===== src/rtl/serial_sub.sv =====
// Bit-serial W-bit subtractor: one full-subtractor slice plus a borrow flop,
// processing one bit per clock LSB first. Outputs a difference and borrow with a done pulse.
module serial_sub #(
    parameter int W = 8
) (
    input  logic         clk,
    input  logic         rst_n,
    input  logic         start,
    input  logic [W-1:0] a,
    input  logic [W-1:0] b,
    input  logic         bin,
    output logic         busy,
    output logic         done,
    output logic [W-1:0] diff,
    output logic         bout
);
    localparam int CW = (W > 1) ? $clog2(W) : 1;
    localparam logic [CW-1:0] LAST_CNT = CW'(W - 1);

    typedef enum logic {
        IDLE = 1'b0,
        RUN  = 1'b1
    } state_t;

    state_t         state_q;
    logic [W-1:0]   a_sh_q;
    logic [W-1:0]   b_sh_q;
    logic [W-1:0]   res_q;
    logic           borrow_q;
    logic [CW-1:0]  cnt_q;
    logic           busy_q;
    logic           done_q;
    logic [W-1:0]   diff_q;
    logic           bout_q;

    logic           slice_diff;
    logic           slice_bout;
    logic [W-1:0]   res_d;
    logic [CW-1:0]  cnt_d;

    assign slice_diff = a_sh_q[0] ^ b_sh_q[0] ^ borrow_q;
    assign slice_bout = (~a_sh_q[0] & b_sh_q[0]) | (~(a_sh_q[0] ^ b_sh_q[0]) & borrow_q);
    assign cnt_d      = cnt_q + CW'(1);

    // The new difference bit enters at the MSB so the LSB-first stream ends up in place.
    generate
        if (W == 1) begin : g_res_w1
            assign res_d = slice_diff;
        end else begin : g_res_wn
            assign res_d = {slice_diff, res_q[W-1:1]};
        end
    endgenerate

    always_ff @(posedge clk or negedge rst_n) begin
        if (!rst_n) begin
            state_q  <= IDLE;
            a_sh_q   <= '0;
            b_sh_q   <= '0;
            res_q    <= '0;
            borrow_q <= 1'b0;
            cnt_q    <= '0;
            busy_q   <= 1'b0;
            done_q   <= 1'b0;
            diff_q   <= '0;
            bout_q   <= 1'b0;
        end else begin
            done_q <= 1'b0;
            case (state_q)
                IDLE: begin
                    if (start) begin
                        a_sh_q   <= a;
                        b_sh_q   <= b;
                        borrow_q <= bin;
                        cnt_q    <= '0;
                        busy_q   <= 1'b1;
                        state_q  <= RUN;
                    end
                end
                RUN: begin
                    a_sh_q   <= a_sh_q >> 1;
                    b_sh_q   <= b_sh_q >> 1;
                    res_q    <= res_d;
                    borrow_q <= slice_bout;
                    if (cnt_q == LAST_CNT) begin
                        diff_q  <= res_d;
                        bout_q  <= slice_bout;
                        done_q  <= 1'b1;
                        busy_q  <= 1'b0;
                        cnt_q   <= '0;
                        state_q <= IDLE;
                    end else begin
                        cnt_q <= cnt_d;
                    end
                end
                default: state_q <= IDLE;
            endcase
        end
    end

    assign busy = busy_q;
    assign done = done_q;
    assign diff = diff_q;
    assign bout = bout_q;
endmodule


===== config.mk =====
export PLATFORM = sky130hd
export DESIGN_NAME = serial_sub
export DESIGN_NICKNAME = d
export VERILOG_FILES = /design/src/rtl/serial_sub.sv
export SDC_FILE = /design/constraint.sdc
export NUM_CORES = 1
export LEC_CHECK = 0
export CAP_MARGIN = 20
export CORE_MARGIN = 5
export CORE_UTILIZATION = 50
export CTS_BUF_LIST = sky130_fd_sc_hd__clkbuf_4 sky130_fd_sc_hd__clkbuf_8
export DETAILED_ROUTE_END_ITERATION = 12
export GPL_ROUTABILITY_DRIVEN = 0
export PLACE_DENSITY = 0.74
export SYNTH_ARGS = -nofsm -noshare
export SYNTH_HDL_FRONTEND = slang
export SYNTH_SLANG_ARGS = --single-unit
export TNS_END_PERCENT = 10

===== constraint.sdc =====
create_clock -name clk -period 3.75 [get_ports clk]
set_input_delay 0.375 -clock clk [delete_from_list [all_inputs] [get_ports clk]]
set_output_delay 0.375 -clock clk [all_outputs]
set_load 0.02 [all_outputs]

==> run metrics <==
Hold Path Class input pin to async pin; routed wire length 2990 um; critical path data arrival time 2.01 ns; Die Y 68.7 um; # DRC 0; P per Cell Area 823 nW/um2; routed vias/inst 5.06; Total Nets Final 185; share of layout cells above drive strength 1 16.0%; die width 68.7 um; worst skew pair latency 0.35 ns; row count 21; initial core utilization 51.6%; initial drt markers 49; Num CTS Buffers 5; multiplexer share of the synthesized area 23.6%; Comb pwr share 39.2%; Finished Cell Area 2110 um2; Synth Cell Area 1720 um2; Synth cell types 19; final worst setup slack 1.94 ns; critical path type input pin to flop; most common cell after layout, fill and taps aside dfrtp_1; min Tclk post-route 1.81 ns; CTS Sinks 39; Worst VDD drop 0.445 mV; Pleak 1.03 nW; Yosys reg bits 39; clock root cell clkbuf_4; worst r2r src state_q$_DFF_PN0_; worst r2r dst diff[6]$_DFFE_PN0P_; GRT Resource Usage Total 14.9%; CTS resizes 0; Clk network pwr share 16.9%; Peak Freq 0.552 GHz; initial antenna violation count 0; main combinational cell family by area after synthesis multiplexers; largest net degree at the start of global routing 40; crit path capture type flop; postcts setup bufs 0; outcome completed; reg-to-reg slack, setup 2.06 ns; DIE AREA 4720 um2; Clock transition at path regs 0.12 ns; CTS Hold Buffers Added 0; vias in the first global route 1146; clock buffer depth 2; total gr overflow 0; DR vias 1053; Net Sw Frac 33.1%; first-pass GRT wire length 5010 um; syn_area_per_cell 13.3 um2; post-DP HPWL 2100 um; NetSw 574 uW; simple-gate share of the synthesized area 5.74%; period utilization 48.3%; number of max-cap violations 0; Compound-Gate Fraction of Synth Area 5.88%; Yosys warning count 0; ANT nets after route 0; number of port buffers 30; Internal Power 1.16 mW; XOR/XNOR share of the synthesized area 0%; clk_skew 0.0129 ns; Layout area overhead 22.4%; most frequent cells in the layout dfrtp_1 (39), clkdlybuf4s50_1 (29), mux2i_1 (20); Placeable Area 3340 um2; number of I/O pins 31; Inserted Diodes 0; WL/cell 14.4 um; post-place setup slack 1.58 ns; Detailed Routing Iterations Pass 1 4; setup TNS 0 ns; Synth Instances 130; Reg2Reg Depth 2; # setup viols final 0; Slew @ Worst Pin 1.13 ns; Hold Vio Cnt, Final 0; CTS tree built; Synth Area in Adders 3.34%; H-tree Lvls 2; Reg power frac 43.9%; register area share after synthesis 56.6%; Pins Over Slew Limit 0; Worst slew margin 24.4%; DP Area 2020 um2; Synthesized Nets 154; RSZ-0062 raised after global routing no; Worst Path Max Fanout 21; startpoint types input pin; CP required 3.94 ns
==> cell type report <==
class,instances,area (um2)
clock buffers,6,51.3
clock inverters,2,35.0
fillers,286,1230
inverters,6,22.5
multi-input cells,78,664
flip-flops and latches,39,976
well taps,46,57.6
repair buffers,31,303
==> synthesized netlist by cell type (all sizes together) <==
library cell | count | area [um2]
nor2 | 5 | 18.8
dfrtp | 39 | 976
o22ai | 1 | 6.26
buf | 6 | 55.1
nand2 | 15 | 72.6
nor3b | 1 | 7.51
fa | 1 | 20.0
o21ai | 14 | 70.1
a21o | 1 | 7.51
mux2 | 15 | 206
mux2i | 20 | 200
a22o | 2 | 17.5
clkbuf | 1 | 5.00
inv | 6 | 22.5
ha | 3 | 37.5
==> flip-flops by register name (all words and copies together), names as in the netlist <==
register,count
state_q,1
bout,1
a_sh_q,8
res_q,7
cnt_q,3
borrow_q,1
busy,1
b_sh_q,8
diff,8
done,1
==> cell families (layout without fill, tap and decap cells) <==
group           Yosys count  count (layout)
flops                    39              39
buf+inv                  13              45
simple gates             21              21
mux                      35              35
fa+ha+maj                 4               4
compound gates           18              18
==> layer usage <==
metal | part of all wire (%) | up-vias | track usage [%]
met5 | 0 | - | 0
met4 | 2.5 | 0 | 9.49
met3 | 6.7 | 8 | 4.70
met2 | 50 | 31 | 23.4
met1 | 41 | 509 | 17.6
li1 | - | 505 | -
==> metrics by stage <==
step / power (mW) / hold WS [ns] / cells / utilization (%)
6_report: 1.74 / 0.120 / 208 / 63.2
5_1_grt: 1.86 / 0.178 / 208 / 63.2
4_1_cts: 1.76 / 0.139 / 208 / 63.2
3_5_place_dp: 1.46 / 0.472 / 200 / 60.6
3_3_place_gp: 1.42 / 0.470 / 200 / 60.6
2_1_floorplan: 1.24 / 0.0794 / 130 / -
==> power by group through the flow <==
stage / Sequential, mW / Combinational [mW] / Clock [mW]
6_report: 0.762 / 0.680 / 0.294
5_1_grt: 0.787 / 0.747 / 0.326
4_1_cts: 0.764 / 0.692 / 0.305
3_5_place_dp: 0.771 / 0.688 / 0
3_3_place_gp: 0.759 / 0.657 / 0
2_1_floorplan: 0.771 / 0.466 / 0
==> worst max-delay path by stage <==
stage                    startpoint                     to  slack, ns  depth (start not counted)
6_report                      start   borrow_q$_DFFE_PN0P_       1.94                          3
5_1_grt                       start   borrow_q$_DFFE_PN0P_       1.92                          3
3_3_place_gp                  start  a_sh_q[2]$_DFFE_PN0P_       1.66                          3
3_5_place_dp                  start   borrow_q$_DFFE_PN0P_       1.58                          3
4_1_cts                       start   borrow_q$_DFFE_PN0P_       1.96                          3
2_1_floorplan  cnt_q[0]$_DFFE_PN0P_    diff[0]$_DFFE_PN0P_       2.37                          4
==> worst max-delay path, stage by stage <==
cell	delay, ns
clkdlybuf4s50_1	1.22
mux2i_1	0.29
mux2i_1	0.11
Note: power is estimated with default switching activity, not from simulation.
